$ cat src/rtl/fios_seq_pkg.sv
// Shared types and encodings for the FIOS PE sequencer: FSM states, PE mux
// selects, DSP opmodes and the registered PE control bundle.
package fios_seq_pkg;

    typedef enum logic [3:0] {
        IDLE,
        LOAD,
        AB0,
        WAIT_M,
        MUL_M,
        WAIT_P,
        ABJ,
        MPJ,
        DRAIN
    } seq_state_e;

    localparam logic [8:0] OPM_ZERO  = 9'h000;
    localparam logic [8:0] OPM_MUL   = 9'h005;
    localparam logic [8:0] OPM_MAC_C = 9'h035;

    // A/B operand selects: a*b word product, m computation, m*p accumulation
    localparam logic [1:0] SEL_AB    = 2'd0;
    localparam logic [1:0] SEL_MUL_M = 2'd1;
    localparam logic [1:0] SEL_MP    = 2'd2;

    // C operand selects: running accumulator vs delayed result word
    localparam logic [1:0] SEL_C_ACC = 2'd0;
    localparam logic [1:0] SEL_C_RES = 2'd1;

    typedef struct packed {
        logic       a_reg_en;
        logic       m_reg_en;
        logic       creg_en;
        logic       res_delay_en;
        logic [1:0] mux_a_sel;
        logic [1:0] mux_b_sel;
        logic [1:0] mux_c_sel;
        logic [8:0] opmode;
    } pe_ctrl_t;

    function automatic int unsigned dsp_latency(input int unsigned abreg, input int unsigned mreg);
        return 1 + abreg + mreg;
    endfunction

endpackage

$ cat src/rtl/fios_seq_counter.sv
// Loadable wrapping index counter with a terminal-count flag at MAX_VAL.
module fios_seq_counter #(
    parameter int unsigned WIDTH   = 3,
    parameter int unsigned MAX_VAL = 7
) (
    input  logic             clock_i,
    input  logic             reset_n_i,
    input  logic             load_i,
    input  logic [WIDTH-1:0] load_val_i,
    input  logic             inc_i,
    output logic [WIDTH-1:0] count_o,
    output logic             tc_c
);

    logic [WIDTH-1:0] count_d, count_q;

    assign tc_c = (count_q == WIDTH'(MAX_VAL));

    // Load wins over increment; increment wraps to zero after the terminal value
    always_comb begin
        count_d = count_q;
        if (load_i) begin
            count_d = load_val_i;
        end else if (inc_i) begin
            count_d = tc_c ? '0 : count_q + WIDTH'(1);
        end
    end

    always_ff @(posedge clock_i or negedge reset_n_i) begin
        if (!reset_n_i) begin
            count_q <= '0;
        end else begin
            count_q <= count_d;
        end
    end

    assign count_o = count_q;

endmodule

$ cat src/rtl/fios_pe_sequencer.sv
// FIOS Montgomery PE sequencer: walks a over i, b/p over j, driving registered PE controls.
// Optional FIOS_SEQ_CYCLE_COUNT_EN adds cycle_count_o (busy-cycle counter).
module fios_pe_sequencer
    import fios_seq_pkg::*;
#(
    parameter int unsigned WORD_WIDTH = 17,
    parameter int unsigned NUM_WORDS  = 8,
    parameter int unsigned ABREG      = 1,
    parameter int unsigned MREG       = 1
) (
    input  logic                         clock_i,
    input  logic                         reset_n_i,
    input  logic                         start_i,
    output logic                         busy_o,
    output logic                         done_o,
`ifdef FIOS_SEQ_CYCLE_COUNT_EN
    output logic [31:0]                  cycle_count_o,
`endif
    output logic [$clog2(NUM_WORDS)-1:0] a_idx_o,
    output logic [$clog2(NUM_WORDS)-1:0] word_idx_o,
    output logic                         a_reg_en_o,
    output logic                         m_reg_en_o,
    output logic                         CREG_en_o,
    output logic                         RES_delay_en_o,
    output logic [1:0]                   mux_A_sel_o,
    output logic [1:0]                   mux_B_sel_o,
    output logic [1:0]                   mux_C_sel_o,
    output logic [8:0]                   OPMODE_o
);

    localparam int unsigned IDX_W   = $clog2(NUM_WORDS);
    localparam int unsigned L       = dsp_latency(ABREG, MREG);
    localparam int unsigned PH_W    = $clog2(L + 1);
    localparam int unsigned WM_LAST = (L > 1) ? L - 2 : 0;

    if (WORD_WIDTH == 0 || NUM_WORDS < 2 || NUM_WORDS > 64) begin : g_param_check
        $error("fios_pe_sequencer: illegal WORD_WIDTH/NUM_WORDS");
    end

    seq_state_e       state_d, state_q;
    logic [PH_W-1:0]  phase_d, phase_q;
    logic             busy_d, busy_q;
    logic             done_d, done_q;
    pe_ctrl_t         ctrl_d, ctrl_q;
    logic [IDX_W-1:0] a_idx_d, a_idx_q;
    logic [IDX_W-1:0] word_idx_d, word_idx_q;

    logic             accept_c;
    logic             i_load, i_inc, i_tc;
    logic             j_load, j_inc, j_tc;
    logic [IDX_W-1:0] j_load_val;
    logic [IDX_W-1:0] i_cnt, j_cnt;

    fios_seq_counter #(.WIDTH(IDX_W), .MAX_VAL(NUM_WORDS - 1)) u_i_cnt (
        .clock_i    (clock_i),
        .reset_n_i  (reset_n_i),
        .load_i     (i_load),
        .load_val_i ('0),
        .inc_i      (i_inc),
        .count_o    (i_cnt),
        .tc_c       (i_tc)
    );

    fios_seq_counter #(.WIDTH(IDX_W), .MAX_VAL(NUM_WORDS - 1)) u_j_cnt (
        .clock_i    (clock_i),
        .reset_n_i  (reset_n_i),
        .load_i     (j_load),
        .load_val_i (j_load_val),
        .inc_i      (j_inc),
        .count_o    (j_cnt),
        .tc_c       (j_tc)
    );

    assign accept_c = (state_q == IDLE) && !busy_q && start_i;

    // Next state plus PE controls decoded from the current state, registered for the PE
    always_comb begin
        state_d       = state_q;
        phase_d       = '0;
        busy_d        = busy_q;
        done_d        = 1'b0;
        ctrl_d        = '0;
        ctrl_d.opmode = OPM_ZERO;
        a_idx_d       = '0;
        word_idx_d    = '0;
        i_load        = 1'b0;
        i_inc         = 1'b0;
        j_load        = 1'b0;
        j_load_val    = '0;
        j_inc         = 1'b0;

        case (state_q)
            IDLE: begin
                // busy still set here means the drain just finished: retire first
                if (busy_q) begin
                    done_d = 1'b1;
                    busy_d = 1'b0;
                end else if (start_i) begin
                    state_d = LOAD;
                    busy_d  = 1'b1;
                    i_load  = 1'b1;
                end
            end
            LOAD: begin
                ctrl_d.a_reg_en = 1'b1;
                a_idx_d         = i_cnt;
                j_load          = 1'b1;
                state_d         = AB0;
            end
            AB0: begin
                ctrl_d.opmode = OPM_MAC_C;
                word_idx_d    = j_cnt;
                state_d       = (L > 1) ? WAIT_M : MUL_M;
            end
            WAIT_M: begin
                if (phase_q == PH_W'(WM_LAST)) begin
                    state_d = MUL_M;
                end else begin
                    phase_d = phase_q + PH_W'(1);
                end
            end
            MUL_M: begin
                ctrl_d.mux_a_sel = SEL_MUL_M;
                ctrl_d.mux_b_sel = SEL_MUL_M;
                ctrl_d.opmode    = OPM_MUL;
                state_d          = WAIT_P;
            end
            WAIT_P: begin
                if (phase_q == PH_W'(L - 1)) begin
                    ctrl_d.m_reg_en = 1'b1;
                    j_load          = 1'b1;
                    j_load_val      = IDX_W'(1);
                    state_d         = ABJ;
                end else begin
                    phase_d = phase_q + PH_W'(1);
                end
            end
            ABJ: begin
                ctrl_d.creg_en   = 1'b1;
                ctrl_d.mux_a_sel = SEL_AB;
                ctrl_d.mux_b_sel = SEL_AB;
                ctrl_d.mux_c_sel = SEL_C_ACC;
                ctrl_d.opmode    = OPM_MAC_C;
                word_idx_d       = j_cnt;
                j_inc            = 1'b1;
                if (j_tc) begin
                    state_d = MPJ;
                end
            end
            MPJ: begin
                ctrl_d.res_delay_en = 1'b1;
                ctrl_d.mux_a_sel    = SEL_MP;
                ctrl_d.mux_b_sel    = SEL_MP;
                ctrl_d.mux_c_sel    = SEL_C_RES;
                ctrl_d.opmode       = OPM_MAC_C;
                word_idx_d          = j_cnt;
                j_inc               = 1'b1;
                if (j_tc) begin
                    if (i_tc) begin
                        state_d = DRAIN;
                    end else begin
                        i_inc   = 1'b1;
                        state_d = LOAD;
                    end
                end
            end
            DRAIN: begin
                if (phase_q == PH_W'(L - 1)) begin
                    state_d = IDLE;
                end else begin
                    phase_d = phase_q + PH_W'(1);
                end
            end
            default: begin
                state_d = IDLE;
                busy_d  = 1'b0;
            end
        endcase
    end

    always_ff @(posedge clock_i or negedge reset_n_i) begin
        if (!reset_n_i) begin
            state_q    <= IDLE;
            phase_q    <= '0;
            busy_q     <= 1'b0;
            done_q     <= 1'b0;
            ctrl_q     <= '0;
            a_idx_q    <= '0;
            word_idx_q <= '0;
        end else begin
            state_q    <= state_d;
            phase_q    <= phase_d;
            busy_q     <= busy_d;
            done_q     <= done_d;
            ctrl_q     <= ctrl_d;
            a_idx_q    <= a_idx_d;
            word_idx_q <= word_idx_d;
        end
    end

`ifdef FIOS_SEQ_CYCLE_COUNT_EN
    logic [31:0] cycle_count_d, cycle_count_q;

    always_comb begin
        cycle_count_d = cycle_count_q;
        if (accept_c) begin
            cycle_count_d = '0;
        end else if (busy_q) begin
            cycle_count_d = cycle_count_q + 32'(1);
        end
    end

    always_ff @(posedge clock_i or negedge reset_n_i) begin
        if (!reset_n_i) begin
            cycle_count_q <= '0;
        end else begin
            cycle_count_q <= cycle_count_d;
        end
    end

    assign cycle_count_o = cycle_count_q;
`else
    logic unused_accept;
    assign unused_accept = accept_c;
`endif

    assign busy_o         = busy_q;
    assign done_o         = done_q;
    assign a_idx_o        = a_idx_q;
    assign word_idx_o     = word_idx_q;
    assign a_reg_en_o     = ctrl_q.a_reg_en;
    assign m_reg_en_o     = ctrl_q.m_reg_en;
    assign CREG_en_o      = ctrl_q.creg_en;
    assign RES_delay_en_o = ctrl_q.res_delay_en;
    assign mux_A_sel_o    = ctrl_q.mux_a_sel;
    assign mux_B_sel_o    = ctrl_q.mux_b_sel;
    assign mux_C_sel_o    = ctrl_q.mux_c_sel;
    assign OPMODE_o       = ctrl_q.opmode;

endmodule

$ cat config.mk
export PLATFORM = sky130hd
export DESIGN_NAME = fios_pe_sequencer
export DESIGN_NICKNAME = d
export VERILOG_FILES = /design/src/rtl/fios_seq_pkg.sv /design/src/rtl/fios_seq_counter.sv /design/src/rtl/fios_pe_sequencer.sv
export SDC_FILE = /design/constraint.sdc
export NUM_CORES = 1
export LEC_CHECK = 0
export BUFFER_PORTS_ARGS = -buffer_cell sky130_fd_sc_hd__clkbuf_2
export CORE_MARGIN = 2
export CORE_UTILIZATION = 50
export CTS_CLUSTER_DIAMETER = 60
export CTS_CLUSTER_SIZE = 16
export DETAILED_ROUTE_END_ITERATION = 7
export GPL_ROUTABILITY_DRIVEN = 0
export HOLD_SLACK_MARGIN = 0.12
export PLACE_DENSITY = 0.79
export SYNTH_ARGS = -nofsm -noshare
export SYNTH_HDL_FRONTEND = slang
export SYNTH_SLANG_ARGS = --single-unit
$ cat constraint.sdc
create_clock -name clock_i -period 2.4 [get_ports clock_i]
set_clock_uncertainty 0.05 [all_clocks]
set_input_delay 0.48 -clock clock_i [delete_from_list [all_inputs] [get_ports clock_i]]
set_output_delay 0.48 -clock clock_i [all_outputs]
set_load 0.02 [all_outputs]
==> flow_metrics.py <==
metrics = {
    "run_status": {
        "status": "complete, no violations",
    },
    "floorplan": {
        "io_pins": 30,
        "die_w_microns": 55.26,
        "initial_core_util_pct": 53.03,
        "core_sq_um": 2477,
        "die_area_sq_um": 3054,
        "die_h_microns": 55.26,
        "rows": 18,
    },
    "clock_tree": {
        "cts-resized-gates": 0,
        "hold_buffers": 0,
        "cts_tree": "yes",
        "htreeDepth": 1,
        "cts.clk_slew.worst_paths_ns": 0.14,
        "clock_latency_ns": 0.32,
        "numClockSinks": 27,
        "numCtsBuffers": 3,
        "cts-root-buf": "clkbuf_4",
        "clock_tree.buffer_depth": 2,
        "post-cts-setup-buffer-count": 0,
    },
    "layout": {
        "num_antenna_cells": 0,
        "n_fill_cell": 247,
        "multi_input_area_sq_um": 514.2,
        "layout-drive-gt1-share_pct": 21.28,
        "seq_area_sq_um": 675.6,
        "nets": 149,
        "area_growth_pct": 5.142,
        "final_core_util_pct": 55.76,
    },
    "synth": {
        "synth_top_family_by_area": "simple AND/OR/NAND/NOR gates",
        "yosys_warnings": 0,
        "synth_xor_area_share_pct": 0.6667,
        "yosys.area_share.simple_pct": 21.52,
        "synth_flop_cell": "dfrtp_1",
        "synth_cell_types": 35,
        "syn_inst": 127,
        "avgSynthCellArea_sq_um": 10.34,
        "asyncSetResetFlopFracSynth_pct": 100.0,
        "synth_area_sq_um": 1314,
        "synthAdderAreaFrac_pct": 3.810,
        "yosys.area.top_type": "dfrtp_1",
        "synth.area.top_cells": "dfrtp_1 (51%), buf_4 (6.9%), ha_1 (3.8%)",
        "muxShareOfSynthArea_pct": 2.286,
        "synth_top_area_share_pct": 51.43,
        "synth_seq_cells": 27,
        "synth-compound-area-share_pct": 9.143,
        "synth_edf_count": 0,
        "seq_area_frac_synth_pct": 51.43,
    },
    "timing": {
        "relSlewSlack_pct": 56.62,
        "finalCritPeriodShare_pct": 78.69,
        "fmax_mhz": 529.5,
        "post-route-min-period_ns": 1.888,
        "worst-slew-pin-transition_ns": 0.6507,
        "tns_ns": 0,
        "worst_slack_ns": 0.5115,
        "setup_violations": 0,
        "drv_slew": 0,
        "hold_viol": 0,
        "rsz0062_at_grt": "false",
    },
    "global_route": {
        "grt_overflow": 0,
        "antenna_found_initial": 0,
        "grt_pass1_wl_microns": 3732,
        "grt_usage_pct": 14.98,
        "met2_usage_pct": 25.51,
        "grt_max_degree": 28,
        "grt-busiest-layer": "met2",
        "grtUsageMet1_pct": 18.40,
        "grt_pass1_vias": 871,
        "met3_usage_pct": 2.576,
    },
    "worst_setup_path": {
        "rr_worst_depth": 6,
        "cp.required_ns": 2.62,
        "critPathKind": "reg -> reg",
        "rr_startpoint": "u_j_cnt.count_o[0]",
        "reg2reg_to": "state_q[0]",
        "critPathMaxFanout": 5,
        "reg2reg_setup_slack_ns": 0.51,
        "crit_path_end_kind": "register",
        "cp.arrival_ns": 2.11,
        "crit_path_start_kind": "register",
    },
    "power_and_ir_drop": {
        "ir_worst_vdd_v": 0.0005661,
        "power_density_nw_per_um2": 1187,
        "p_leak_nw": 0.7108,
    },
    "detailed_routing": {
        "drcViolationCount": 0,
        "drtAntennaViolNets": 0,
        "via_per_inst": 5.444,
        "initialDrtViolationCount": 16,
        "via_count": 931,
        "wl_per_cell_microns": 12.73,
        "wl_microns": 2177,
        "firstDrtPassIters": 4,
    },
    "job": {
        "max_cap_violations": 0,
    },
    "placement": {
        "place_worst_setup_slack_ns": 0.5562,
        "place_hpwl_microns": 1590,
        "port-buffer-count": 23,
    },
    "min_path": {
        "hold_path.class": "in -> async",
    },
}
==> cell families after synthesis <==
group / after synthesis
XOR/XNOR: 1
buffers and inverters: 21
flip-flops: 27
multiplexers: 3
AND/OR/NAND/NOR: 51
AO/OA/AOI/OAI: 19
other: 1
adder cells (fa/ha/maj): 4
==> stage by stage <==
stage               total power (W)  area, sq um  cells  hold slack, ns
finish                     0.001639         1381    171          0.1057
global route               0.001764         1381    171          0.1534
CTS                        0.001654         1381    171          0.1246
detailed placement         0.001462         1354    167          0.3929
global placement           0.001428         1354    167          0.3845
floorplan                  0.001323         1333    132          0.1344
==> power breakdown <==
part | total [W] | leakage [nW] | switching, W | internal, W
Combinational | 0.000699 | 0.336 | 0.000432 | 0.000266
Clock | 0.000191 | 0.0177 | 0.000128 | 0.0000624
Sequential | 0.000750 | 0.357 | 0.000157 | 0.000593
Total | 0.00164 | 0.711 | 0.000717 | 0.000922
==> final cells by class <==
type | instances | area share (%)
timing repair buffer | 23 | 8.333
multi-input combinational | 84 | 37.23
tap | 30 | 2.717
clock buffer | 3 | 1.630
inverter | 3 | 0.8152
sequential | 27 | 48.91
clock inverter | 1 | 0.3623
==> state kept, by name, summed over array words and instances, names as in the netlist <==
name             cells
phase_q              2
m_reg_en_o           1
busy_o               1
a_idx_o              3
mux_A_sel_o          2
OPMODE_o             2
u_j_cnt.count_o      3
u_i_cnt.count_o      3
word_idx_o           3
CREG_en_o            1
state_q              4
a_reg_en_o           1
done_o               1
==> placed cells by master (no fill, tap or decap), types with 2 or more instances in the layout <==
cell and count:
ha_1 4, a211oi_1 3, or2_2 2, clkbuf_2 23, nand3_1 2, and2_1 7
conb_1 6, nor2_1 12, o21ai_0 2, nor3_1 6, mux2i_1 3, nor3b_1 2
dfrtp_1 27, clkbuf_4 3, inv_1 3, nand2_1 4, nand2b_1 7, and3_1 2
a21oi_1 8
==> Yosys cell counts, drive strengths merged (2+ instances only) <==
cell,n
a21oi,8
nand2,4
dfrtp,27
a211oi,3
ha,4
o21ai,2
nand3,2
nor3,6
nand2b,7
buf,17
and2,7
and3,2
nor2,12
mux2i,3
or2,2
inv,3
nor3b,2
==> how the worst max path moves through the flow <==
stage	from	endpoint	slack, ns
6_report	u_j_cnt.count_o[0]	state_q[0]	0.51
4_1_cts	u_j_cnt.count_o[0]	state_q[0]	0.51
3_3_place_gp	u_j_cnt.count_o[0]	state_q[0]	0.64
5_1_grt	u_j_cnt.count_o[0]	state_q[0]	0.31
3_5_place_dp	u_j_cnt.count_o[0]	state_q[0]	0.56
2_1_floorplan	u_j_cnt.count_o[0]	state_q[0]	0.69
==> layer usage <==
| layer | part of all wire, % | up-vias | routed length [microns] |
|---|---|---|---|
| met5 | 0 | - | 0 |
| met2 | 50 | 35 | 1093 |
| met1 | 43 | 449 | 939 |
| li1 | - | 445 | - |
| met3 | 6.2 | 2 | 136 |
| met4 | 0.37 | 0 | 8 |
==> worst max-delay path, cell delays in order (launching register included) <==
cell and delay [ns]:
dfrtp_1 0.43, ha_1 0.21, ha_1 0.23, and2b_1 0.22
a21oi_1 0.07, a2111oi_0 0.44, o31a_1 0.19
No activity file was read; power rests on OpenSTA's default activity.
